--- config.mk ---
export PLATFORM = sky130hd
export DESIGN_NAME = ddr_arbiter
export DESIGN_NICKNAME = d
export VERILOG_FILES = /design/src/rtl/ddr_arbiter.sv
export SDC_FILE = /design/constraint.sdc
export NUM_CORES = 1
export LEC_CHECK = 0
export ABC_AREA = 1
export CAP_MARGIN = 20
export CELL_PAD_IN_SITES_DETAIL_PLACEMENT = 0
export CELL_PAD_IN_SITES_GLOBAL_PLACEMENT = 1
export CORE_AREA = 4 4 347 349
export CTS_BUF_LIST = sky130_fd_sc_hd__clkbuf_4 sky130_fd_sc_hd__clkbuf_8 sky130_fd_sc_hd__clkbuf_16
export CTS_CLUSTER_DIAMETER = 200
export DETAILED_ROUTE_END_ITERATION = 6
export DIE_AREA = 0 0 351 353
export PLACE_DENSITY_LB_ADDON = 0.1
export SLEW_MARGIN = 20
export SYNTH_ARGS = -nofsm -noshare
export SYNTH_HDL_FRONTEND = slang
export SYNTH_SLANG_ARGS = --single-unit
--- constraint.sdc ---
create_clock -name clk0_tb -period 31.3 [get_ports clk0_tb]
set_input_delay 6.26 -clock clk0_tb [delete_from_list [all_inputs] [get_ports clk0_tb]]
set_output_delay 6.26 -clock clk0_tb [all_outputs]
set_load 0.02 [all_outputs]
--- src/rtl/ddr_arbiter.sv ---
`default_nettype none
// ============================================================================
//  Module      : ddr_arbiter
//  Description : Two-port (writer/reader) arbiter in front of a DDR2 MIG
//                user interface.  A write issues one address-FIFO command
//                and two 128-bit data beats.  A read issues one command and
//                collects two returned beats into a 256-bit word.  Only one
//                read may be outstanding.  Contested grants alternate.
//  Revision    : 1.0  initial release
//
//  Optional feature macro:
//    DDR_ARB_TIMEOUT_EN - adds a read watchdog. If two beats have not
//                         arrived within TIMEOUT_CYCLES clocks in RD_WAIT,
//                         the read is abandoned and rd_timeout is set
//                         until reset.
//
//  Ports:
//    clk0_tb, rst0_tb            clock, async active-high reset
//    phy_init_done               PHY calibrated; no grant while low
//    app_af_afull, app_wdf_afull MIG address / write-data FIFO almost full
//    cmd, address, af_we         MIG command, address, address-FIFO strobe
//    wdf_we, w_data              MIG write-data strobe and beat
//    rd_data_valid,
//    rd_data_fifo_out            MIG read return beats
//    wr_req, wr_addr, wr_data,
//    wr_ack                      writer port
//    rd_req, rd_addr, rd_ack,
//    rd_out, rd_out_valid        reader port
//    rd_timeout                  sticky read watchdog flag
//    debug                       {state, last_grant, rd_timeout, stray_cnt}
// ============================================================================
module ddr_arbiter #(
  parameter int TIMEOUT_CYCLES = 255,
  parameter int WR_FIRST       = 1
) (
  input  logic         clk0_tb,
  input  logic         rst0_tb,
  input  logic         phy_init_done,
  input  logic         app_af_afull,
  input  logic         app_wdf_afull,
  output logic [2:0]   cmd,
  output logic [30:0]  address,
  output logic         af_we,
  output logic         wdf_we,
  output logic [127:0] w_data,
  input  logic         rd_data_valid,
  input  logic [127:0] rd_data_fifo_out,
  input  logic         wr_req,
  input  logic [30:0]  wr_addr,
  input  logic [255:0] wr_data,
  output logic         wr_ack,
  input  logic         rd_req,
  input  logic [30:0]  rd_addr,
  output logic         rd_ack,
  output logic [255:0] rd_out,
  output logic         rd_out_valid,
  output logic         rd_timeout,
  output logic [7:0]   debug
);

  typedef enum logic [2:0] {
    S_IDLE    = 3'd0,
    S_WR1     = 3'd1,
    S_WR2     = 3'd2,
    S_RD_CMD  = 3'd3,
    S_RD_WAIT = 3'd4
  } state_t;

  // last_grant encoding: 1 = writer, 0 = reader.  With WR_FIRST the reader is
  // recorded as last so that the writer wins the first contested grant.
  localparam logic c_LG_RESET = (WR_FIRST != 0) ? 1'b0 : 1'b1;
  localparam logic [30:0] c_ADDR_MASK = ~31'h3;

  state_t         r_state, w_next_state;
  logic           r_last_grant, w_last_grant;
  logic [127:0]   r_data_hi, w_data_hi;
  logic [127:0]   r_beat_lo, w_beat_lo;
  logic           r_have_lo, w_have_lo;
  logic [2:0]     r_stray;

  logic [2:0]     w_cmd;
  logic [30:0]    w_address;
  logic           w_af_we, w_wdf_we, w_wr_ack, w_rd_ack, w_rd_out_valid;
  logic [127:0]   w_w_data;
  logic [255:0]   w_rd_out;

  logic           w_wr_elig, w_rd_elig, w_grant_wr, w_grant_rd;
  logic           w_second_beat, w_to_expire;

  assign w_wr_elig = phy_init_done & ~app_af_afull & ~app_wdf_afull & wr_req;
  assign w_rd_elig = phy_init_done & ~app_af_afull & rd_req;
  // Writer wins when alone, or when contested and the reader went last.
  assign w_grant_wr = w_wr_elig & (~w_rd_elig | ~r_last_grant);
  assign w_grant_rd = w_rd_elig & ~w_grant_wr;

  assign w_second_beat = (r_state == S_RD_WAIT) & rd_data_valid & r_have_lo;

`ifdef DDR_ARB_TIMEOUT_EN
  localparam int c_TO_W = (TIMEOUT_CYCLES < 2) ? 1 : $clog2(TIMEOUT_CYCLES + 1);
  localparam logic [c_TO_W-1:0] c_TO_LAST = c_TO_W'(TIMEOUT_CYCLES - 1);

  logic [c_TO_W-1:0] r_to_cnt;
  logic              r_rd_timeout;

  // Counter value k means k full cycles already spent in RD_WAIT.
  assign w_to_expire = (r_state == S_RD_WAIT) && (r_to_cnt == c_TO_LAST);

  always_ff @(posedge clk0_tb or posedge rst0_tb) begin
    if (rst0_tb) begin
      r_to_cnt     <= '0;
      r_rd_timeout <= 1'b0;
    end else begin
      r_to_cnt     <= (r_state == S_RD_WAIT) ? r_to_cnt + 1'b1 : '0;
      r_rd_timeout <= r_rd_timeout | (w_to_expire & ~w_second_beat);
    end
  end

  assign rd_timeout = r_rd_timeout;
`else
  assign w_to_expire = 1'b0;
  assign rd_timeout  = 1'b0;
`endif

  // State register
  always_ff @(posedge clk0_tb or posedge rst0_tb) begin
    if (rst0_tb) r_state <= S_IDLE;
    else         r_state <= w_next_state;
  end

  // Next state and next values of every registered output
  always_comb begin
    w_next_state   = r_state;
    w_last_grant   = r_last_grant;
    w_data_hi      = r_data_hi;
    w_beat_lo      = r_beat_lo;
    w_have_lo      = r_have_lo;
    w_cmd          = cmd;
    w_address      = address;
    w_af_we        = 1'b0;
    w_wdf_we       = 1'b0;
    w_w_data       = w_data;
    w_wr_ack       = 1'b0;
    w_rd_ack       = 1'b0;
    w_rd_out       = rd_out;
    w_rd_out_valid = 1'b0;

    case (r_state)
      S_IDLE: begin
        if (w_grant_wr) begin
          w_next_state = S_WR1;
          w_last_grant = 1'b1;
          w_cmd        = 3'b000;
          w_address    = wr_addr & c_ADDR_MASK;
          w_af_we      = 1'b1;
          w_wdf_we     = 1'b1;
          w_w_data     = wr_data[127:0];
          w_data_hi    = wr_data[255:128];
          w_wr_ack     = 1'b1;
        end else if (w_grant_rd) begin
          w_next_state = S_RD_CMD;
          w_last_grant = 1'b0;
          w_cmd        = 3'b001;
          w_address    = rd_addr & c_ADDR_MASK;
          w_af_we      = 1'b1;
          w_rd_ack     = 1'b1;
        end
      end

      S_WR1: begin
        w_next_state = S_WR2;
        w_wdf_we     = 1'b1;
        w_w_data     = r_data_hi;
      end

      S_WR2: begin
        w_next_state = S_IDLE;
      end

      S_RD_CMD: begin
        w_next_state = S_RD_WAIT;
        w_have_lo    = 1'b0;
      end

      S_RD_WAIT: begin
        if (w_second_beat) begin
          w_next_state   = S_IDLE;
          w_rd_out       = {rd_data_fifo_out, r_beat_lo};
          w_rd_out_valid = 1'b1;
          w_have_lo      = 1'b0;
        end else if (w_to_expire) begin
          // Abandon the read; any partial beat is dropped.
          w_next_state = S_IDLE;
          w_have_lo    = 1'b0;
        end else if (rd_data_valid) begin
          w_beat_lo = rd_data_fifo_out;
          w_have_lo = 1'b1;
        end
      end

      default: begin
        w_next_state = S_IDLE;
      end
    endcase
  end

  // Registered outputs and datapath
  always_ff @(posedge clk0_tb or posedge rst0_tb) begin
    if (rst0_tb) begin
      r_last_grant <= c_LG_RESET;
      r_data_hi    <= '0;
      r_beat_lo    <= '0;
      r_have_lo    <= 1'b0;
      cmd          <= 3'b000;
      address      <= '0;
      af_we        <= 1'b0;
      wdf_we       <= 1'b0;
      w_data       <= '0;
      wr_ack       <= 1'b0;
      rd_ack       <= 1'b0;
      rd_out       <= '0;
      rd_out_valid <= 1'b0;
    end else begin
      r_last_grant <= w_last_grant;
      r_data_hi    <= w_data_hi;
      r_beat_lo    <= w_beat_lo;
      r_have_lo    <= w_have_lo;
      cmd          <= w_cmd;
      address      <= w_address;
      af_we        <= w_af_we;
      wdf_we       <= w_wdf_we;
      w_data       <= w_w_data;
      wr_ack       <= w_wr_ack;
      rd_ack       <= w_rd_ack;
      rd_out       <= w_rd_out;
      rd_out_valid <= w_rd_out_valid;
    end
  end

  // Beats seen outside RD_WAIT are counted and otherwise ignored.
  always_ff @(posedge clk0_tb or posedge rst0_tb) begin
    if (rst0_tb) begin
      r_stray <= 3'd0;
    end else if (rd_data_valid && (r_state != S_RD_WAIT) && (r_stray != 3'd7)) begin
      r_stray <= r_stray + 3'd1;
    end
  end

  assign debug = {r_state, r_last_grant, rd_timeout, r_stray};

endmodule
`default_nettype wire

==> results.py, run 1 <==
metrics = {
    "status": {
        "outcome": "finished clean",
    },
    "pwr": {
        "clock_power_share": 0.251,
        "p_int_uw": 2554,
        "p_sw_uw": 1480,
        "ir_drop_mv": 0.04101,
        "p_seq_frac": 0.371,
        "leakagePower_uw": 0.02029,
        "p_sw_frac": 0.3669,
        "power.density_mw_per_mm2": 98.93,
        "p_comb_frac": 0.378,
    },
    "critical_path": {
        "critPathTopFamily": "buffers and inverters",
        "end_kind": "register",
        "worstSetupStartpoint": "app_af_afull",
        "crit_path_start_kind": "input pin",
        "critPathBufInv": 7,
        "reg2regPathDepth": 9,
        "reg2reg_to": "w_data[63]",
        "crit_path_end": "w_data[63]",
        "rrSetupSlack_ps": 27010,
        "path_depth": 12,
        "crit_chain": "clkdlybuf4s50_1, inv_1, nand2_1, nor2_2, buf_4, nand3_4, buf_4, buf_4, buf_4, buf_4, nand3_1, nand2_1",
        "crit_arrival_ps": 10680,
        "cpMostUsedCell": "buf_4",
        "cp.required_ps": 31880,
        "cpPeakStageDelay_ps": 940,
        "worstSetupPathType": "in -> reg",
        "r2r_start": "r_last_grant",
        "cp_slowest_cell": "buf_4",
        "cp_max_fo": 90,
    },
    "clocking": {
        "hold_buffers": 0,
        "cts_sinks": 683,
        "post-cts-setup-buffers": 0,
        "ctsResizeCount": 0,
        "cts_buffer_depth": 3,
        "cts_tree": "yes",
        "cts_buffers": 87,
        "clk_pin_slew_ps": 60,
        "cts_root_buffer": "clkbuf_16",
        "cts_max_level": 3,
        "insertion_delay_ps": 660,
    },
    "placement": {
        "dp_cells": 5541,
        "globalplace.congestion": 0.7841,
        "place_ws_ps": 20410,
        "dp_hpwl_um": 78000,
        "io_buffers": 875,
        "post_dp_cell_area_mm2": 0.03779,
    },
    "yosys": {
        "synth_edf_count": 0,
        "synthCells": 3298,
        "synth_ff_type": "dfrtp_1",
        "synth.most_common_cell": "nand2_1",
        "ys_types": 21,
        "yosysSeqAreaShare": 0.6149,
        "yosys.area.top_type": "dfrtp_1",
        "yosys_warnings": 0,
        "synth_top_area_frac": 0.6149,
        "synthTopCellsByCount": "1,826 x nand2_1, 683 x dfrtp_1, 236 x o21ai_0, 162 x nand3_1, 136 x inv_1",
        "ys_seq_elements": 683,
        "avgSynthCellArea_um2": 8.428,
        "synthTopCellsByArea": "dfrtp_1 61%, nand2_1 25%, o21ai_0 4.2%",
        "ys_async_sr_fraction": 1.000,
        "synth.cell_area_mm2": 0.02779,
    },
    "global_route": {
        "overflow": 0,
        "antenna_found_initial": 50,
        "grt_pass1_wl_um": 164500,
        "grt_usage": 0.1768,
        "grt_max_degree": 161,
        "grt_pass1_vias": 24040,
    },
    "sta": {
        "worst_clock_skew_ps": 17.86,
        "timing.final.crit_share": 0.3225,
        "hold_violations": 0,
        "slew_headroom": 0.3010,
        "setup_tns_ps": 0,
        "finalSetupViolations": 0,
        "setup_ws_ps": 21210,
        "finalCriticalPeriod_ps": 10090,
        "tightest_slew_ps": 1049,
        "fmax_ghz": 0.09907,
        "rsz0062_at_grt": "no",
        "final_max_slew_viol_count": 0,
    },
    "route": {
        "routed_wl_um": 112400,
        "wire_per_inst_um": 19.61,
        "first_pass_iters": 7,
        "dr_total_vias": 23730,
        "drc": 0,
        "ant_nets": 0,
        "viasPerCell": 4.141,
        "first_iter_violations": 1377,
    },
    "die": {
        "io_pins": 886,
        "die-area_mm2": 0.1239,
        "die_w_um": 351,
        "core-area_mm2": 0.1175,
        "start_util": 0.2366,
        "chipHeight_um": 353,
        "rows": 126,
    },
    "final_layout": {
        "nets": 4550,
        "design_area_mm2": 0.04077,
        "area_delta_synth_final_pct": 46.70,
        "drive_above_1_share": 0.04904,
        "stdcell_count": 5730,
    },
    "min_path": {
        "hold_class": "reg -> reg",
    },
    "run": {
        "maxCapViolCount": 0,
    },
}
[worst register-to-register path, delay by kind of cell, from the launching register on]
kind	cells	cell delay, ps
buffers and inverters	5	3150
and+or+nand+nor	4	700
DFF	1	370
[area by class of cell]
cell class / instances / area, um^2
clock inverters: 23 / 270.3
flip-flops and latches: 683 / 17090
fillers: 12440 / 76680
multi-input cells: 2273 / 9174
well taps: 1536 / 1922
clock buffers: 132 / 2628
repair buffers: 906 / 9047
inverters: 143 / 556.8
diodes: 34 / 85.08
[state kept, by name, summed over array words and instances (netlist names), 3 cells and up]
register and cells:
r_state 3, rd_out 256, r_stray 3, address 29, r_data_hi 128, r_beat_lo 128
w_data 128
[per-stage QoR]
stage,hold WS [ps],utilization,power (uW)
finish,457.8,0.3472,4034
detailed placement,450.5,0.3217,3067
CTS,460.6,0.3464,4117
global placement,450.2,0.3213,3055
floorplan,442.2,-,2236
global route,479.5,0.3467,4306
[per-layer routing]
metal / up-vias / global-route usage / wire length [um]
met1: 11060 / 0.2072 / 45600
met4: 34 / 0.05295 / 2911
met3: 175 / 0.07654 / 10460
li1: 11810 / - / -
met5: - / 0 / 229
met2: 654 / 0.2926 / 53190
[cells in the final DEF, fill, tap and decap left out, types with 2 or more instances in the layout]
| cell | instances |
|---|---|
| o21ai_0 | 236 |
| inv_1 | 135 |
| inv_8 | 2 |
| a21oi_1 | 2 |
| dfrtp_1 | 683 |
| inv_16 | 3 |
| inv_2 | 4 |
| diode_2 | 34 |
| inv_4 | 2 |
| nand3_4 | 3 |
| buf_16 | 2 |
| clkbuf_16 | 87 |
| nand2_1 | 1825 |
| clkdlybuf4s50_1 | 875 |
| buf_4 | 27 |
| nor2_1 | 4 |
| o21ai_1 | 25 |
| inv_6 | 2 |
| clkbuf_4 | 27 |
| clkinv_16 | 2 |
| nand3_1 | 162 |
| clkinv_2 | 13 |
| conb_1 | 6 |
| ha_1 | 2 |
| clkbuf_8 | 18 |
| bufinv_16 | 2 |
| nor2_4 | 2 |
[power groups by stage]
stage	logic (uW)	registers (uW)	clock network, uW
floorplan	437	1800	0
global placement	1550	1500	0
detailed placement	1560	1510	0
CTS	1560	1500	1050
global route	1670	1550	1090
finish	1520	1500	1010
[worst min path at each step]
stage,from,end,cells past startpoint
2_1_floorplan,r_beat_lo[0],rd_out[0],2
5_1_grt,r_beat_lo[10],rd_out[10],2
3_3_place_gp,r_beat_lo[14],rd_out[14],2
4_1_cts,r_beat_lo[87],rd_out[87],2
6_report,r_beat_lo[71],rd_out[71],2
3_5_place_dp,r_beat_lo[68],rd_out[68],2
[logic make-up (layout without fill, tap and decap cells)]
family / count (synthesis) / in the layout / synth area share
buffers and inverters: 347 / 1204 / 0.05735
other: 1 / 40 / 0.0001349
AOI/OAI and AO/OA: 264 / 264 / 0.04754
and+or+nand+nor: 2000 / 2000 / 0.2788
adders and majority gates: 2 / 2 / 0.0009002
DFF: 683 / 683 / 0.6149
xor gates and xnor gates: 1 / 1 / 0.0003152
Note: power is estimated with default switching activity, not from simulation.
==> run 2, diff against run 1 <==
- clock period: 31.3 -> 10 ns (I/O delays scaled with it)
==> results.py, run 2 (same netlist as run 1, synthesis figures left out) <==
metrics = {
    "status": {
        "outcome": "finished clean",
    },
    "min_path": {
        "hold_end": "rd_out[69]",
        "hold_path_depth": 2,
        "hold_class": "reg -> reg",
        "min_from": "r_beat_lo[69]",
    },
    "die": {
        "core-area_mm2": 0.1175,
        "start_util": 0.2366,
        "io_pins": 886,
        "die_w_um": 351,
        "chipHeight_um": 353,
        "die-area_mm2": 0.1239,
        "rows": 126,
    },
    "sta": {
        "final_max_slew_viol_count": 0,
        "rsz0062_at_grt": "no",
        "finalCriticalPeriod_ps": 4771,
        "timing.final.crit_share": 0.4771,
        "worst_clock_skew_ps": 15.82,
        "fmax_ghz": 0.2096,
        "slew_headroom": 0.3415,
        "tightest_slew_ps": 987.7,
        "finalSetupViolations": 0,
        "hold_violations": 0,
        "hold_slack_ps": 451.4,
    },
    "route": {
        "ant_nets": 0,
        "routed_wl_um": 112800,
        "dr_total_vias": 23650,
        "first_iter_violations": 1324,
        "wire_per_inst_um": 19.75,
        "first_pass_iters": 5,
        "drc": 0,
        "viasPerCell": 4.142,
    },
    "pwr": {
        "p_comb_frac": 0.379,
        "clock_power_share": 0.249,
        "p_sw_frac": 0.3671,
        "ir_drop_mv": 0.1240,
        "leakagePower_uw": 0.02026,
        "p_sw_uw": 4622,
        "p_int_uw": 7968,
        "power.density_mw_per_mm2": 309.2,
        "p_seq_frac": 0.372,
    },
    "clocking": {
        "post-cts-setup-buffers": 0,
        "cts_max_level": 3,
        "cts_buffers": 87,
        "insertion_delay_ps": 660,
        "clk_pin_slew_ps": 60,
        "cts_sinks": 683,
        "hold_buffers": 0,
        "ctsResizeCount": 0,
        "cts_root_buffer": "clkbuf_16",
        "cts_tree": "yes",
        "cts_buffer_depth": 3,
    },
    "global_route": {
        "grt_pass1_vias": 24050,
        "grt_pass1_wl_um": 164600,
        "antenna_found_initial": 53,
        "grt_max_degree": 216,
        "overflow": 0,
        "grt_usage": 0.1775,
    },
    "placement": {
        "globalplace.congestion": 0.7877,
        "io_buffers": 875,
        "dp_cells": 5539,
        "dp_hpwl_um": 78130,
    },
    "critical_path": {
        "cpPeakStageDelay_ps": 720,
        "r2r_start": "r_state[2]",
        "worstSetupPathType": "in -> reg",
        "cp_slowest_cell": "buf_4",
        "reg2reg_to": "w_data[82]",
        "end_kind": "register",
        "rrSetupSlack_ps": 6650,
        "reg2regPathDepth": 10,
        "crit_arrival_ps": 5370,
        "cp.required_ps": 10590,
        "cp_max_fo": 70,
        "crit_chain": "clkdlybuf4s50_1, inv_1, nand2_1, nor2_2, buf_4, nand3_4, buf_4, buf_4, buf_4, nand3_1, nand2_1",
        "cpMostUsedCell": "buf_4",
        "crit_path_start_kind": "input pin",
    },
    "final_layout": {
        "drive_above_1_share": 0.04698,
        "top_register": "rd_out",
        "fin_util": 0.3467,
        "stdcell_count": 5711,
        "area_delta_synth_final_pct": 46.51,
        "nets": 4548,
        "nFillCells": 12360,
        "final_cell_mix": "1,825 x nand2_1, 875 x clkdlybuf4s50_1, 683 x dfrtp_1",
        "largest_reg_flops": 256,
        "final_common_cell": "nand2_1",
    },
    "run": {
        "maxCapViolCount": 0,
    },
}
## run 2: through the flow
stage / power, uW / setup slack [ps] / area (um^2) / TNS, ps
6_report: 12590 / 5229 / 40720 / 0
5_1_grt: 13450 / 4947 / 40690 / 0
4_1_cts: 12840 / 5220 / 40660 / 0
3_5_place_dp: 9588 / 4499 / 37820 / 0
3_3_place_gp: 9569 / 4459 / 37820 / 0
2_1_floorplan: 6999 / -1344 / 27820 / -918080
## run 2: cell type report
cell class / instances / area [um^2] / share of cell area
diodes: 24 / 60.06 / 0.001475
repair buffers: 904 / 9076 / 0.2229
inverters: 143 / 553.0 / 0.01358
clock inverters: 13 / 202.7 / 0.004978
clock buffers: 135 / 2643 / 0.06489
flip-flops and latches: 683 / 17090 / 0.4197
well taps: 1536 / 1922 / 0.04719
multi-input cells: 2273 / 9174 / 0.2253
## run 2: critical path, delay by kind of cell
kind / cells / cell delay (ps)
buffers and inverters: 6 / 2600
AND/OR/NAND/NOR: 5 / 610
## run 2: layer usage
| layer | wire length (um) | GRT usage | vias up |
|---|---|---|---|
| li1 | - | - | 11770 |
| met2 | 53030 | 0.2901 | 671 |
| met4 | 3253 | 0.06124 | 48 |
| met5 | 325 | 0 | - |
| met3 | 11060 | 0.07612 | 161 |
| met1 | 45100 | 0.2083 | 11010 |
## run 2: power groups by stage
stage / registers, uW / clock network (uW) / logic, uW
finish: 4690 / 3140 / 4770
global route: 4850 / 3380 / 5210
CTS: 4700 / 3260 / 4880
detailed placement: 4720 / 0 / 4870
global placement: 4710 / 0 / 4860
floorplan: 5630 / 0 / 1370
## run 2: worst max path at each step
stage          slack [ps]           from            end
5_1_grt              4950   app_af_afull     w_data[44]
3_5_place_dp         4500   app_af_afull     w_data[44]
6_report             5230   app_af_afull     w_data[44]
2_1_floorplan       -1340        rst0_tb    address[10]
4_1_cts              5220  phy_init_done  r_data_hi[99]
3_3_place_gp         4460   app_af_afull  r_data_hi[99]
==> run 3, diff against run 2 <==
- CORE_AREA: 4 4 347 349 -> 4 4 343 345
- DIE_AREA: 0 0 351 353 -> 0 0 347 349
- clock period: 10 -> 4.13 ns (I/O delays scaled with it)
==> results.py, run 3 (same netlist as run 1, synthesis figures left out) <==
metrics = {
    "status": {
        "outcome": "finished clean",
    },
    "critical_path": {
        "crit_path_end": "debug[5]",
        "r2r_start": "r_state[0]",
        "critPathBufInv": 1,
        "cpPeakStageDelay_ps": 740,
        "worstSetupStartpoint": "r_state[0]",
        "crit_chain": "clkdlybuf4s50_1",
        "reg2regPathDepth": 8,
        "end_kind": "primary output",
        "rrSetupSlack_ps": 1640,
        "reg2reg_to": "rd_out[48]",
        "path_depth": 1,
        "cp_max_fo": 4,
        "cp_slowest_cell": "clkdlybuf4s50_1",
        "critPathTopFamily": "buffers and inverters",
        "cp.required_ps": 3300,
        "crit_path_start_kind": "register",
        "worstSetupPathType": "reg -> out",
        "crit_arrival_ps": 1870,
    },
    "placement": {
        "dp_cells": 5536,
        "globalplace.congestion": 0.7740,
        "io_buffers": 875,
        "dp_hpwl_um": 79420,
    },
    "sta": {
        "slew_headroom": 0.3633,
        "timing.final.crit_share": 0.6525,
        "hold_violations": 0,
        "tightest_slew_ps": 955.0,
        "final_max_slew_viol_count": 0,
        "rsz0062_at_grt": "no",
        "worst_clock_skew_ps": 22.54,
        "fmax_ghz": 0.3711,
        "finalSetupViolations": 0,
        "finalCriticalPeriod_ps": 2695,
    },
    "clocking": {
        "cts_buffer_depth": 3,
        "clk_pin_slew_ps": 60,
        "cts_buffers": 84,
        "cts_sinks": 683,
        "cts_tree": "yes",
        "hold_buffers": 0,
        "cts_root_buffer": "clkbuf_16",
        "insertion_delay_ps": 660,
        "ctsResizeCount": 0,
        "cts_max_level": 3,
        "post-cts-setup-buffers": 0,
    },
    "global_route": {
        "grt_max_degree": 150,
        "grt_pass1_wl_um": 164700,
        "grt_usage": 0.1802,
        "grt_pass1_vias": 24030,
        "overflow": 0,
        "antenna_found_initial": 50,
    },
    "route": {
        "routed_wl_um": 112100,
        "ant_nets": 0,
        "viasPerCell": 4.126,
        "wire_per_inst_um": 19.63,
        "first_pass_iters": 5,
        "first_iter_violations": 1387,
        "drc": 0,
        "dr_total_vias": 23570,
    },
    "die": {
        "start_util": 0.2434,
        "die-area_mm2": 0.1211,
        "chipHeight_um": 349,
        "die_w_um": 347,
        "core-area_mm2": 0.1142,
        "io_pins": 886,
        "rows": 124,
    },
    "final_layout": {
        "final_common_cell": "nand2_1",
        "largest_reg_flops": 256,
        "fin_util": 0.3600,
        "nets": 4566,
        "drive_above_1_share": 0.05223,
        "area_delta_synth_final_pct": 47.88,
        "final_cell_mix": "1,825 x nand2_1, 875 x clkdlybuf4s50_1, 683 x dfrtp_1",
        "top_register": "rd_out",
        "stdcell_count": 5713,
    },
    "pwr": {
        "leakagePower_uw": 0.02046,
        "power.density_mw_per_mm2": 744.4,
        "ir_drop_mv": 0.3119,
    },
    "run": {
        "maxCapViolCount": 0,
    },
    "min_path": {
        "hold_class": "reg -> reg",
    },
}
## run 3: cell types whose count changed in the layout (fill, tap and decap cells not counted), sizes merged
cell and delta:
clkbuf -10, buf +21, bufinv +4, diode +3, clkinv +8
## run 3: worst min-delay path by stage
stage / from / endpoint / slack [ps] / depth (start not counted)
3_3_place_gp: r_beat_lo[97] / rd_out[97] / 450 / 2
4_1_cts: r_beat_lo[55] / rd_out[55] / 450 / 2
3_5_place_dp: r_beat_lo[34] / rd_out[34] / 450 / 2
5_1_grt: r_beat_lo[26] / rd_out[26] / 480 / 2
6_report: r_beat_lo[55] / rd_out[55] / 450 / 2
2_1_floorplan: r_beat_lo[0] / rd_out[0] / 440 / 2
## run 3: per-layer routing
| metal | routed length, um | GRT usage | part of all wire | up-vias |
|---|---|---|---|---|
| met1 | 45500 | 0.2131 | 0.41 | 10900 |
| met4 | 2521 | 0.04975 | 0.022 | 42 |
| met3 | 10460 | 0.07952 | 0.093 | 174 |
| li1 | - | - | - | 11800 |
| met5 | 265 | 0 | 0.0024 | - |
| met2 | 53400 | 0.2980 | 0.48 | 652 |
## run 3: where the power goes
group / switching, uW / total, uW / leakage, uW / internal (uW)
Clock: 3060 / 7670 / 0.00145 / 4600
Combinational: 6450 / 11600 / 0.0103 / 5110
Sequential: 1630 / 11400 / 0.00873 / 9740
## run 3: worst register-to-register path: cells and delay by family, from the launching register on
family	cells	cell delay, ps
buffers and inverters	4	1250
flip-flops	1	460
AND/OR/NAND/NOR	4	710
## run 3: metrics by stage
stage / power (uW) / TNS (ps) / hold slack [ps] / area [um^2] / worst slack (ps)
2_1_floorplan: 16950 / -4125450 / 442.2 / 27820 / -6040
3_3_place_gp: 23210 / 0 / 449.9 / 38160 / 941.4
3_5_place_dp: 23280 / 0 / 449.0 / 38160 / 907.7
4_1_cts: 31230 / 0 / 448.9 / 41040 / 1327
5_1_grt: 32670 / 0 / 479.5 / 41060 / 1330
6_report: 30600 / 0 / 451.0 / 41100 / 1435
## run 3: cell type report
cell class / count / area [um^2]
clock inverter: 25 / 327.8
antenna: 27 / 67.56
multi-input combinational: 2273 / 9166
timing repair buffer: 925 / 9459
clock buffer: 125 / 2546
tap: 1512 / 1892
fill: 12110 / 73090
inverter: 143 / 553.0
sequential: 683 / 17090
